==> src/rtl/pcm_i2s_tx_if.sv <==
// Parallel PCM bus from the pcmplay core: fs strobe, stereo sample pair and mute level.
// The producer owns every signal; the I2S transmitter only listens.
interface pcm_i2s_tx_if;
  logic        pcm_fs;
  logic [15:0] pcm_ldata;
  logic [15:0] pcm_rdata;
  logic        pcm_mute;

  modport master (output pcm_fs, output pcm_ldata, output pcm_rdata, output pcm_mute);
  modport slave  (input  pcm_fs, input  pcm_ldata, input  pcm_rdata, input  pcm_mute);
endinterface

==> src/rtl/pcm_i2s_tx.sv <==
// PCM-to-I2S transmitter on the 128fs clock: captures a stereo sample per fs edge,
// serializes it at BCLK=64fs, tracks fs phase lock and repeats samples on underrun.
module pcm_i2s_tx #(
  parameter int JUSTIFY    = 0,
  parameter int MISS_LIMIT = 2
) (
  input  logic        clk,
  input  logic        reset_n,
  pcm_i2s_tx_if.slave pcm,
  output logic        i2s_bclk,
  output logic        i2s_lrck,
  output logic        i2s_sdata,
  output logic        locked,
  output logic        underrun
);

  typedef enum logic {
    ST_UNLOCKED = 1'b0,
    ST_LOCKED   = 1'b1
  } state_t;

  localparam logic [3:0] LP_MISS_LIMIT = 4'(MISS_LIMIT);
  localparam logic [4:0] LP_FIRST_K    = (JUSTIFY != 0) ? 5'd0 : 5'd1;

  state_t      r_state;
  state_t      w_next_state;
  logic [6:0]  r_cnt;
  logic        r_fs_d;
  logic [15:0] r_active_l;
  logic [15:0] r_active_r;
  logic [15:0] r_hold_l;
  logic [15:0] r_hold_r;
  logic        r_pend;
  logic [3:0]  r_miss_cnt;
  logic        r_bclk;
  logic        r_lrck;
  logic        r_sdata;

  logic        w_edge;
  logic        w_boundary;
  logic        w_locked;
  logic        w_underrun;
  logic        w_phase_err;
  logic [3:0]  w_miss_next;
  logic        w_miss_drop;
  logic [15:0] w_load_l;
  logic [15:0] w_load_r;
  logic [4:0]  w_k;
  logic [4:0]  w_pos;
  logic [15:0] w_word;
  logic        w_sdata_next;

  assign w_edge      = pcm.pcm_fs & ~r_fs_d;
  assign w_boundary  = (r_cnt == 7'd127);
  assign w_phase_err = w_locked & w_edge & ~w_boundary;
  assign w_miss_next = r_miss_cnt + 4'd1;
  assign w_miss_drop = w_underrun & (w_miss_next == LP_MISS_LIMIT);

  // Fresh edge data wins over the held sample; mute is applied only at load time
  // so a word already on the wire is never cut mid-way.
  assign w_load_l = pcm.pcm_mute ? 16'd0 : (w_edge ? pcm.pcm_ldata : r_hold_l);
  assign w_load_r = pcm.pcm_mute ? 16'd0 : (w_edge ? pcm.pcm_rdata : r_hold_r);

  always_ff @(posedge clk) begin
    if (!reset_n) begin
      r_state <= ST_UNLOCKED;
    end else begin
      r_state <= w_next_state;
    end
  end

  always_comb begin
    w_next_state = r_state;
    case (r_state)
      ST_UNLOCKED: if (w_edge) w_next_state = ST_LOCKED;
      ST_LOCKED:   if (w_phase_err || w_miss_drop) w_next_state = ST_UNLOCKED;
    endcase
  end

  always_comb begin
    w_locked   = 1'b0;
    w_underrun = 1'b0;
    case (r_state)
      ST_UNLOCKED: begin
        w_locked   = 1'b0;
        w_underrun = 1'b0;
      end
      ST_LOCKED: begin
        w_locked   = 1'b1;
        w_underrun = w_boundary & ~w_edge & ~r_pend;
      end
    endcase
  end

  // Bit position inside the current half-frame; out-of-word slots pad with zero.
  assign w_k          = r_cnt[5:1];
  assign w_pos        = w_k - LP_FIRST_K;
  assign w_word       = r_cnt[6] ? r_active_r : r_active_l;
  assign w_sdata_next = w_locked & (w_pos < 5'd16) & w_word[4'd15 - w_pos[3:0]];

  always_ff @(posedge clk) begin
    if (!reset_n) begin
      r_cnt      <= 7'd0;
      r_fs_d     <= 1'b0;
      r_active_l <= 16'd0;
      r_active_r <= 16'd0;
      r_hold_l   <= 16'd0;
      r_hold_r   <= 16'd0;
      r_pend     <= 1'b0;
      r_miss_cnt <= 4'd0;
      r_bclk     <= 1'b0;
      r_lrck     <= 1'b0;
      r_sdata    <= 1'b0;
    end else begin
      r_fs_d  <= pcm.pcm_fs;
      r_cnt   <= r_cnt + 7'd1;
      r_bclk  <= r_cnt[0];
      r_lrck  <= r_cnt[6];
      r_sdata <= w_sdata_next;
      if (!w_locked) begin
        // Any edge while unlocked realigns the frame; a stale pending sample is dropped.
        if (w_edge) begin
          r_cnt      <= 7'd0;
          r_active_l <= w_load_l;
          r_active_r <= w_load_r;
          r_miss_cnt <= 4'd0;
          r_pend     <= 1'b0;
        end
      end else begin
        if (w_edge) begin
          r_hold_l <= pcm.pcm_ldata;
          r_hold_r <= pcm.pcm_rdata;
          r_pend   <= 1'b1;
        end
        if (w_boundary) begin
          if (w_edge || r_pend) begin
            r_active_l <= w_load_l;
            r_active_r <= w_load_r;
            r_pend     <= 1'b0;
            r_miss_cnt <= 4'd0;
          end else begin
            r_miss_cnt <= w_miss_next;
          end
        end
      end
    end
  end

  assign i2s_bclk  = r_bclk;
  assign i2s_lrck  = r_lrck;
  assign i2s_sdata = r_sdata;
  assign locked    = w_locked;
  assign underrun  = w_underrun;

endmodule

==> src/flat_wrapper.sv <==
// flat-port wrapper written by rule: the top's interface ports become plain ports
module pcm_i2s_tx_flat 
#(
  parameter int JUSTIFY    = 0,
  parameter int MISS_LIMIT = 2
)
  (clk, reset_n, i2s_bclk, i2s_lrck, i2s_sdata, locked, underrun, pcm_pcm_fs, pcm_pcm_ldata, pcm_pcm_rdata, pcm_pcm_mute);
  pcm_i2s_tx_if pcm_i ();
  input  logic clk;
  input  logic reset_n;
  output logic i2s_bclk;
  output logic i2s_lrck;
  output logic i2s_sdata;
  output logic locked;
  output logic underrun;
  input wire logic [$bits(pcm_i.pcm_fs)-1:0] pcm_pcm_fs;
  input wire logic [$bits(pcm_i.pcm_ldata)-1:0] pcm_pcm_ldata;
  input wire logic [$bits(pcm_i.pcm_rdata)-1:0] pcm_pcm_rdata;
  input wire logic [$bits(pcm_i.pcm_mute)-1:0] pcm_pcm_mute;
  assign pcm_i.pcm_fs = pcm_pcm_fs;
  assign pcm_i.pcm_ldata = pcm_pcm_ldata;
  assign pcm_i.pcm_rdata = pcm_pcm_rdata;
  assign pcm_i.pcm_mute = pcm_pcm_mute;
  pcm_i2s_tx #(.JUSTIFY(JUSTIFY), .MISS_LIMIT(MISS_LIMIT)) u_core (.clk(clk), .reset_n(reset_n), .pcm(pcm_i), .i2s_bclk(i2s_bclk), .i2s_lrck(i2s_lrck), .i2s_sdata(i2s_sdata), .locked(locked), .underrun(underrun));
endmodule
==> config.mk <==
export PLATFORM = sky130hd
export DESIGN_NAME = pcm_i2s_tx_flat
export DESIGN_NICKNAME = d
export VERILOG_FILES = /design/src/rtl/pcm_i2s_tx_if.sv /design/src/rtl/pcm_i2s_tx.sv /design/src/flat_wrapper.sv
export SDC_FILE = /design/constraint.sdc
export NUM_CORES = 1
export LEC_CHECK = 0
export BUFFER_PORTS_ARGS = -buffer_cell sky130_fd_sc_hd__buf_2
export CORE_MARGIN = 3
export CORE_UTILIZATION = 42
export DETAILED_ROUTE_END_ITERATION = 10
export PLACE_DENSITY = 0.58
export SYNTH_ARGS = -nofsm -noshare
export SYNTH_HDL_FRONTEND = slang
export SYNTH_SLANG_ARGS = --single-unit
==> constraint.sdc <==
create_clock -name clk -period 7.8 [get_ports clk]
set_clock_uncertainty 0.15 [all_clocks]
set_input_delay 0.78 -clock clk [delete_from_list [all_inputs] [get_ports clk]]
set_output_delay 0.78 -clock clk [all_outputs]
set_load 0.01 [all_outputs]
# After elaboration in Yosys (flattened, before gate mapping)
# Index checks and enable logic that the tools add are counted.
# W data, S select, Z words.
dict set report totals {
  word_cells 71
  output_inout_bits 5
  ff_bits 81
}
dict set report classes {
  magnitude_cmp 2
  n_addsub 4
  n_reduce_logical 5
  n_eq_ne 4
  n_mux 31
  bitwise_logic 13
}
# op n
set op_table {}
lappend op_table {{$mux W16} 13}
lappend op_table {{$mux W4} 4}
lappend op_table {{$mux W7} 2}
lappend op_table {{$and A1 B1 Y1} 8}
lappend op_table {{$mux W1} 8}
lappend op_table {{$add A7 B1 Y7 const B} 1}
lappend op_table {{$eq A7 B7 Y1 const B} 1}
lappend op_table {{$pmux W1 S2} 3}
lappend op_table {{$lt A4 B5 Y1 const B} 1}
lappend op_table {{$lt A5 B5 Y1 const B} 1}
lappend op_table {{$not A1 Y1} 5}
lappend op_table {{$sub A5 B1 Y5 const B} 1}
lappend op_table {{$add A4 B1 Y4 const B} 1}
lappend op_table {{$bmux W1 S4} 1}
lappend op_table {{$eq A4 B2 Y1 const B} 1}
lappend op_table {{$sub A4 B4 Y4 const A} 1}
lappend op_table {{$reduce_and A3 Y1} 1}
lappend op_table {{$logic_or A1 B1 Y1} 2}
lappend op_table {{$ne A2 B1 Y1 const B} 1}
lappend op_table {{$ne A2 B2 Y1 const B} 1}
lappend op_table {{$reduce_and A2 Y1} 1}
lappend op_table {{$reduce_bool A2 Y1} 1}

# Logic depth before layout (Yosys ltp)
# Gate-level depths: netlist of run 1.
dict set report logic_depth {
  ltp_word 10
  ltp_mapped 8
}

# Worst setup path before layout of run 1
# No wires, ideal clock.
dict set report synth_timing {
  path_type {input -> output}
  start {in pcm_pcm_fs}
  end {out underrun}
  arrival_time_ns 1.727
  path_slack_ns 5.143
  t_required_ns 6.870
  cell_stages 4
  path_cell_list {and2b_1 -> buf_6 -> buf_2 -> nor4b_1}
}
dict set report synth_between {
  elab_chain_len 5
}
# element line
set synth_rtl {}
lappend synth_rtl {{start, declared} flat_wrapper.sv:16} ;# input wire logic [$bits(pcm_i.pcm_fs)-1:0] pcm_pcm_fs;
lappend synth_rtl {{$and A1 B1 Y1} pcm_i2s_tx.sv:53} ;# assign w_edge = pcm.pcm_fs & ~r_fs_d;
lappend synth_rtl {{$not A1 Y1} pcm_i2s_tx.sv:90} ;# w_underrun = w_boundary & ~w_edge & ~r_pend;
lappend synth_rtl {{$and A1 B1 Y1 (2 in series)} pcm_i2s_tx.sv:90}
lappend synth_rtl {{$pmux W1 S2} pcm_i2s_tx.sv:83} ;# case (r_state)
lappend synth_rtl {{end, declared} flat_wrapper.sv:15} ;# output logic underrun;
# Every way passes these cells.

# Worst setup path after layout of run 1
dict set report layout_timing {
  start {reg u_core.r_cnt[1]}
  end {out underrun}
}
dict set report layout_between {
  elab_chain_len 4
}
# element line
set layout_rtl {}
lappend layout_rtl {{start, declared} pcm_i2s_tx.sv:27} ;# logic [6:0] r_cnt;
lappend layout_rtl {{start signal, assigned} pcm_i2s_tx.sv:116} ;# r_cnt <= r_cnt + 7'd1;
lappend layout_rtl {{$eq A7 B7 Y1} pcm_i2s_tx.sv:54} ;# assign w_boundary = (r_cnt == 7'd127);
lappend layout_rtl {{$and A1 B1 Y1 (2 in series)} pcm_i2s_tx.sv:90}
lappend layout_rtl {{$pmux W1 S2} pcm_i2s_tx.sv:83}
# Every way passes these cells.

==> results of run 1 <==
worst paths after layout:
path	from	end	slack, ns	cells after the start
max	u_core.r_cnt[1]$_SDFF_PN0_	underrun	4.53	5
min	u_core.r_hold_r[13]$_SDFFE_PN0P_	u_core.r_hold_r[13]$_SDFFE_PN0P_	0.32	2
max reg2reg	u_core.r_cnt[1]$_SDFF_PN0_	u_core.i2s_sdata$_SDFF_PN0_	5.06	6
min reg2reg	u_core.r_hold_r[13]$_SDFFE_PN0P_	u_core.r_hold_r[13]$_SDFFE_PN0P_	0.32	2
power by group through the flow:
| stage | Clock (mW) | Combinational [mW] | Sequential [mW] |
|---|---|---|---|
| after global routing | 0.310 | 0.137 | 0.453 |
| after global placement | 0 | 0.120 | 0.459 |
| after floorplan | 0 | 0.0964 | 0.455 |
| final | 0.278 | 0.122 | 0.450 |
| after detailed placement | 0 | 0.122 | 0.460 |
| after CTS | 0.290 | 0.123 | 0.450 |
through the flow:
stage	total power [mW]	worst slack [ns]	util, %	std cells
2_1_floorplan	0.551	5.14	-	413
3_3_place_gp	0.579	4.78	45.3	544
3_5_place_dp	0.582	4.71	45.3	544
4_1_cts	0.862	4.49	47.2	560
5_1_grt	0.899	4.35	47.2	560
6_report	0.850	4.53	47.2	560
critical path: cells and delay by family, from the launching register on:
| kind | cells | cell delay, ns |
|---|---|---|
| and+or+nand+nor | 3 | 0.82 |
| DFF | 1 | 0.69 |
| adders and majority gates | 1 | 0.28 |
| buffers and inverters | 1 | 0.20 |
kinds of logic (layout without fill, tap and decap cells):
group | Yosys count | count (layout) | synth area share (%)
fa+ha+maj | 5 | 5 | 1.56
flops | 81 | 81 | 40.4
compound gates | 116 | 116 | 21.5
mux | 44 | 44 | 13.2
simple gates | 108 | 108 | 15.2
buf+inv | 49 | 67 | 5.89
xor+xnor | 10 | 10 | 2.18
routing by layer:
metal / wire length, um / vias up
li1: - / 1548
met1: 4420 / 1449
met2: 3770 / 44
met3: 256 / 7
met4: 93 / 0
met5: 0 / -
synthesized netlist by cell type, types with 4 or more instances:
| library cell | instances | area share, % |
|---|---|---|
| a21boi_1 | 32 | 6.0 |
| and2_1 | 4 | 0.62 |
| a21oi_1 | 4 | 0.50 |
| nand3_1 | 4 | 0.50 |
| inv_1 | 7 | 0.65 |
| ha_1 | 5 | 1.6 |
| clkbuf_1 | 25 | 2.3 |
| buf_1 | 5 | 0.47 |
| dfxtp_1 | 81 | 40 |
| o211a_1 | 30 | 7.5 |
| nand2b_1 | 4 | 0.62 |
| mux2i_1 | 35 | 8.7 |
| o21ai_1 | 30 | 3.7 |
| nor2_1 | 9 | 0.84 |
| xnor2_1 | 7 | 1.5 |
| nand2_1 | 36 | 3.4 |
| or4_1 | 32 | 6.0 |
| o21ai_0 | 9 | 1.1 |
| mux4_2 | 7 | 3.9 |
| buf_2 | 6 | 0.75 |
| buf_6 | 6 | 1.7 |
final cells by class:
cell class	instances	area (um2)
clock buffers	9	124
clock inverters	7	52.6
fillers	947	4900
inverters	7	26.3
multi-input cells	283	2170
flip-flops and latches	81	1620
well taps	129	161
repair buffers	44	230
sequential cells by signal, indices dropped and copies added, names as in the netlist, 4 cells and up:
| name | flops |
|---|---|
| u_core.r_active_l | 16 |
| u_core.r_miss_cnt | 4 |
| u_core.r_hold_l | 16 |
| u_core.r_hold_r | 16 |
| u_core.r_active_r | 16 |
| u_core.r_cnt | 7 |
==> impl_results.md, run 1 <==
- DRT iter0 DRCs: 164
- Area delta synth->final: 9.26%
- Met2 Resource Use GR: 24.4%
- Outcome: finished clean
- Fmax: 0.306 GHz
- Post-route DRC: 0
- Die height: 104 um
- Clk pwr share: 32.7%
- Routability cong.: 0.734
- Most common cell after layout, fill and taps aside: dfxtp_1
- Antenna Cells: 0
- Pleak: 1.82 nW
- Cell area after synthesis: 4010 um2
- Comb pwr share: 14.4%
- Met3 Resource Use GR: 3.43%
- Post-DP HPWL: 5530 um
- Syn nets: 454
- Inserted Clock Buffers: 9
- Relative slew slack: 25.5%
- Reg clk slew, reported paths: 0.09 ns
- Clock latency on the worst-skew pair: 0.35 ns
- Core area: 9280 um2
- Setup violators final: 0
- Min-delay worst type: reg -> reg
- Vias/cell: 5.44
- Number of synthesized flops with an enable pin: 0
- Sink Count: 81
- Final ANT Viol Nets: 0
- Setup TNS: 0 ns
- Sw frac: 28.6%
- Internal power: 0.607 mW
- Async S/R FF share, synth: 0%
- Average size of a mapped cell: 9.72 um2
- First-pass GRT wire length: 14,400 um
- Wire per inst: 15.2 um
- IR drop worst, VDD: 96.7 uV
- CP endpoint kind: primary output
- Overall routing resource usage: 16.2%
- Via count: 3,048
- Netlist cell types: 45
- CP max stage cell: dfxtp_1
- Initial antenna violation count: 0
- Tcrit/Tclk final: 41.9%
- Max-cap violations: 0
- WHS: 0.316 ns
- Crit start category: register
- Post-DP Area: 4210 um2
- Max Buffers Root-to-Sink: 2
- Met1 usage: 23.1%
- CTS root buf: clkbuf_8
- Final hold vios: 0
- Synth Flop Type: dfxtp_1
- CP Class: reg -> out
- Seq pwr share: 52.9%
- Most frequent cells in the layout: dfxtp_1, buf_2, nand2_1, mux2i_1
- Worst-path cell chain: ha_1 > and3_1 > and3_1 > nor4b_1 > buf_2
- CP Data Required Time: 6.87 ns
- NetSw: 0.244 mW
- Cell area after layout: 4380 um2
- CP dominant cell by count: and3_1
- Die ar.: 10,800 um2
- PortBufs: 40
- CTS tree: yes
- Least-Margin Pin Slew: 1.12 ns
- Crit-path max FO: 12
- Largest net degree at the start of global routing: 73
- YS warnings: 0
- Most used routing layer: met2
- Die W: 104 um
- Pre-antenna DRT Iters: 4
- Mapped Cells: 413
- Nets@finish: 467
- Pwr dens: 194 nW/um2
- GRT overflow: 0
- CTS H-tree lvls: 3
- Fin crit period: 3.27 ns
- CP arrival: 2.34 ns
- CTS-repair resized insts: 0
- Largest stage delay, worst path: 0.69 ns
- Sequential element share of the synthesized area: 40.4%
- Final wirelength: 8540 um
- RSZ-0062 raised after global routing: false
- Seq cells post-synth: 81
- Initial core utilization: 43.2%
- Share of cells above drive strength 1: 16.9%
- Buffer count from post-CTS setup fixing: 0
- Row count: 35
- Number of global-route vias before repair: 2,849
- Hold-fix buffers, CTS: 0
- IO Count: 41
- Slew Viols, Final: 0
Note: power is estimated with default switching activity, not from simulation.
==> run 2: changes to the inputs <==
- PLACE_DENSITY: 0.58 -> 0.6
- clock period: 7.8 -> 2.6 ns (I/O delays scaled with it)
==> run 2 against run 1 <==
Net effect: core utilization grew 1.4 points; combinational power grew to 3.2 times the previous value; register-to-register slack lost 4.8 ns; first-iteration DRC count shrank 24%; sequential cell count is the same; worst setup slack lost 4.2 ns; global-route usage is essentially flat; clock-buffer cell count grew 2; hold slack lost 0.26 ns; critical path depth grew 1; non-clock buffer count grew 10; cell count grew 1.8%; largest cell class unchanged.
==> impl_results.md, run 2 (synthesis gave the netlist of run 1 again) <==
- Largest net degree at the start of global routing: 66
- Fmax: 0.434 GHz
- Buffer count from post-CTS setup fixing: 0
- IO Count: 41
- Initial core utilization: 43.2%
- CTS root buf: clkbuf_8
- Max Buffers Root-to-Sink: 2
- Min-delay worst type: in -> reg
- Die ar.: 10,800 um2
- Inserted Clock Buffers: 9
- Outcome: finished clean
- DRT iter0 DRCs: 125
- Fin crit period: 2.30 ns
- Setup ws final: 0.298 ns
- RSZ-0062 raised after global routing: false
- Final ANT Viol Nets: 0
- Most common cell after layout, fill and taps aside: dfxtp_1
- Die W: 104 um
- Final wirelength: 8480 um
- Crit-path max FO: 7
- GRT overflow: 0
- Pwr dens: 583 nW/um2
- Post-DP HPWL: 5920 um
- Initial antenna violation count: 0
- CTS tree: yes
- Pleak: 1.88 nW
- WHS Path Cells: 3
- Wire per inst: 14.9 um
- Vias/cell: 5.32
- Nets@finish: 477
- CP Data Required Time: 2.68 ns
- Hold-fix buffers, CTS: 1
- Via count: 3,034
- Worst-case reg-to-reg path depth: 6
- Routability cong.: 0.832
- IR drop worst, VDD: 387 uV
- Crit start category: register
- PortBufs: 40
- Final hold vios: 0
- Sink Count: 81
- Setup TNS: 0 ns
- Area delta synth->final: 12.4%
- CP arrival: 2.38 ns
- CTS H-tree lvls: 3
- Overall routing resource usage: 16.2%
- Pre-antenna DRT Iters: 4
- Slew Viols, Final: 0
- Post-Place Setup Slack: 0.326 ns
- Setup violators final: 0
- Reg clk slew, reported paths: 0.08 ns
- # fillers: 918
- Post-route DRC: 0
- CTS-repair resized insts: 0
- Die height: 104 um
- Share of cells above drive strength 1: 18.1%
- Clock latency on the worst-skew pair: 0.35 ns
- Number of global-route vias before repair: 2,917
- Tcrit/Tclk final: 88.6%
- Total power: 2.63 mW
- CP Class: reg -> reg
- Least-Margin Pin Slew: 0.670 ns
- Row count: 35
- First-pass GRT wire length: 14,400 um
- Core area: 9280 um2
- CP endpoint kind: register
- Relative slew slack: 55.4%
- Max-cap violations: 0
- Most frequent cells in the layout: dfxtp_1, buf_2, nand2_1, mux2i_1
- Antenna Cells: 0
## run 2: routing by layer
layer	vias up	part of all wire, %	wire (um)	track usage [%]
li1	1562	-	-	-
met1	1421	52	4370	22.8
met2	44	45	3790	25.0
met3	7	2.6	218	2.87
met4	0	1.1	97	5.41
met5	-	0	0	0
## run 2: area by class of cell
cell class	instances	area (um2)	area share [%]
well taps	129	161	3.58
repair buffers	54	345	7.66
clock buffers	11	131	2.91
multi-input cells	283	2170	48.0
clock inverters	5	56.3	1.25
flip-flops and latches	81	1620	36.0
inverters	7	26.3	0.583
## run 2: worst max-delay path, stage by stage (launching register included)
cell and delay, ns:
dfxtp_1 0.44, inv_1 0.07, ha_1 0.44, mux4_2 0.53, mux2_2 0.28, o2111ai_1 0.20
a221oi_1 0.07
## run 2: path summary, 6_finish.rpt
check	start	to	slack [ns]
setup / recovery	u_core.r_cnt[2]$_SDFF_PN0_	u_core.i2s_sdata$_SDFF_PN0_	0.30
hold / removal	pcm_pcm_rdata[15]	u_core.r_hold_r[15]$_SDFFE_PN0P_	0.05
setup reg to reg	u_core.r_cnt[2]$_SDFF_PN0_	u_core.i2s_sdata$_SDFF_PN0_	0.30
hold reg to reg	u_core.r_active_l[2]$_SDFFE_PN0P_	u_core.r_active_l[2]$_SDFFE_PN0P_	0.32
## run 2: where the power goes
part | total [mW] | internal, mW | switching [mW]
Clock | 0.896 | 0.443 | 0.453
Sequential | 1.34 | 1.31 | 0.0369
Combinational | 0.389 | 0.173 | 0.216
Total | 2.63 | 1.92 | 0.705
## run 2: per-stage QoR
stage	std cells	instance area, um2	hold WS [ns]	util, %
5_1_grt	570	4510	0.0522	48.6
3_3_place_gp	553	4310	0.300	46.5
3_5_place_dp	553	4310	0.314	46.5
4_1_cts	570	4510	0.0316	48.6
6_report	570	4510	0.0513	48.6
2_1_floorplan	413	4010	0.232	-
==> run 3: changes to the inputs <==
- CORE_ASPECT_RATIO: default -> 0.6
==> run 3 against run 2 <==
Net effect: worst setup slack worse by 0.068 ns; cell count is 0.88% lower; sequential cell count stayed put; global-route usage is 1.6 points higher; hold slack worse by 0.032 ns; routed wire length is 8.9% higher; power is 15% higher; die area is 0.35% higher; critical endpoint is now underrun.
==> impl_results.md, run 3 (synthesis gave the netlist of run 1 again) <==
- CTS H-tree lvls: 3
- NetSw: 0.743 mW
- DRT iter0 DRCs: 183
- Overall routing resource usage: 17.7%
- Vias/cell: 5.50
- WHS Path Cells: 2
- Via count: 3,109
- Reg clk slew, reported paths: 0.06 ns
- Min-delay worst type: in -> reg
- Core area: 8880 um2
- Pleak: 1.92 nW
- PortBufs: 40
- WHS: 0.0193 ns
- Max-cap violations: 0
- Die ar.: 10,800 um2
- Setup TNS: 0 ns
- CTS-repair resized insts: 0
- Routability cong.: 0.784
- Relative slew slack: 51.3%
- RSZ-0062 raised after global routing: false
- Comb pwr share: 13.0%
- IR drop worst, VDD: 339 uV
- Post-DP HPWL: 6400 um
- Number of global-route vias before repair: 2,892
- Tcrit/Tclk final: 91.2%
- Area delta synth->final: 14.5%
- Least-Margin Pin Slew: 0.729 ns
- Wire per inst: 16.3 um
- Final wirelength: 9230 um
- Crit start category: register
- Fin crit period: 2.37 ns
- Die W: 132 um
- Fmax: 0.422 GHz
- Internal power: 2.27 mW
- Slew Viols, Final: 0
- Outcome: finished clean
- Post-route DRC: 0
- Clk pwr share: 42.3%
- Final ANT Viol Nets: 0
- GRT overflow: 0
- Nets@finish: 476
- Initial core utilization: 45.2%
- Initial antenna violation count: 0
- CP Data Required Time: 2.19 ns
- Buffer count from post-CTS setup fixing: 0
- Share of cells above drive strength 1: 18.0%
- Sw frac: 24.7%
- Seq pwr share: 44.8%
- CTS tree: yes
- Most frequent cells in the layout: dfxtp_1, buf_2, nand2_1, mux2i_1
- Final hold vios: 0
- First-pass GRT wire length: 15,100 um
- Largest net degree at the start of global routing: 41
- CTS root buf: clkbuf_16
- Crit-path max FO: 5
- IO Count: 41
- Sink Count: 81
- CP arrival: 1.96 ns
- CP Class: reg -> out
- Antenna Cells: 0
- Pre-antenna DRT Iters: 4
- Worst-case reg-to-reg path depth: 6
- Most common cell after layout, fill and taps aside: dfxtp_1
- Core Util, Final: 51.7%
- Pwr dens: 656 nW/um2
- Die height: 81.7 um
- Clock latency on the worst-skew pair: 0.34 ns
- Hold-fix buffers, CTS: 0
- Inserted Clock Buffers: 9
- Max Buffers Root-to-Sink: 2
- CP endpoint kind: primary output
- Setup violators final: 0
- Row count: 26
- Total power: 3.02 mW
==> run 3: cell types whose count changed in the layout (fill, tap and decap cells not counted), sizes merged <==
cell         change
dlygate4sd3      -1
clkinv           -3
clkbuf           +2
==> run 3: layer usage <==
| layer | up-vias | routed length, um | global-route usage (%) |
|---|---|---|---|
| met2 | 68 | 3730 | 23.8 |
| li1 | 1560 | - | - |
| met1 | 1475 | 4930 | 27.0 |
| met3 | 6 | 508 | 6.00 |
| met4 | 0 | 57 | 3.94 |
| met5 | - | 0 | 0 |
==> run 3: layout make-up <==
type,count,area [um2]
Clock buffer,13,260
Clock inverter,2,37.5
Fill cell,816,4290
Inverter,7,26.3
Multi-Input combinational cell,283,2170
Sequential cell,81,1620
Tap cell,126,158
Timing Repair Buffer,53,323
==> run 3: worst max-delay path, stage by stage (launching register included) <==
cell and delay [ns]:
dfxtp_1 0.40, ha_1 0.21, and3_1 0.26, buf_4 0.17, and3_1 0.16, nor4b_1 0.25
buf_2 0.19
==> run 3: final timing paths <==
check | startpoint | to | slack (ns)
worst min-delay path | pcm_pcm_fs | u_core.r_fs_d$_SDFF_PN0_ | 0.02
worst max-delay path | u_core.r_cnt[0]$_SDFF_PN0_ | underrun | 0.23
worst min register to register | u_core.r_hold_r[15]$_SDFFE_PN0P_ | u_core.r_hold_r[15]$_SDFFE_PN0P_ | 0.32
worst max register to register | u_core.r_cnt[2]$_SDFF_PN0_ | u_core.i2s_sdata$_SDFF_PN0_ | 0.26
==> run 3: metrics by stage <==
step / setup slack, ns / instance area [um2] / std cells
global route: 0.111 / 4590 / 565
finish: 0.230 / 4590 / 565
global placement: 0.366 / 4300 / 550
CTS: 0.216 / 4590 / 565
detailed placement: 0.292 / 4300 / 550
floorplan: 0.106 / 4010 / 413
==> run 3: power by group through the flow <==
stage | Sequential (mW) | Combinational (mW) | Clock [mW]
floorplan | 1.36 | 0.289 | 0
global route | 1.36 | 0.437 | 1.35
CTS | 1.35 | 0.395 | 1.30
detailed placement | 1.38 | 0.394 | 0
global placement | 1.37 | 0.388 | 0
finish | 1.35 | 0.392 | 1.27
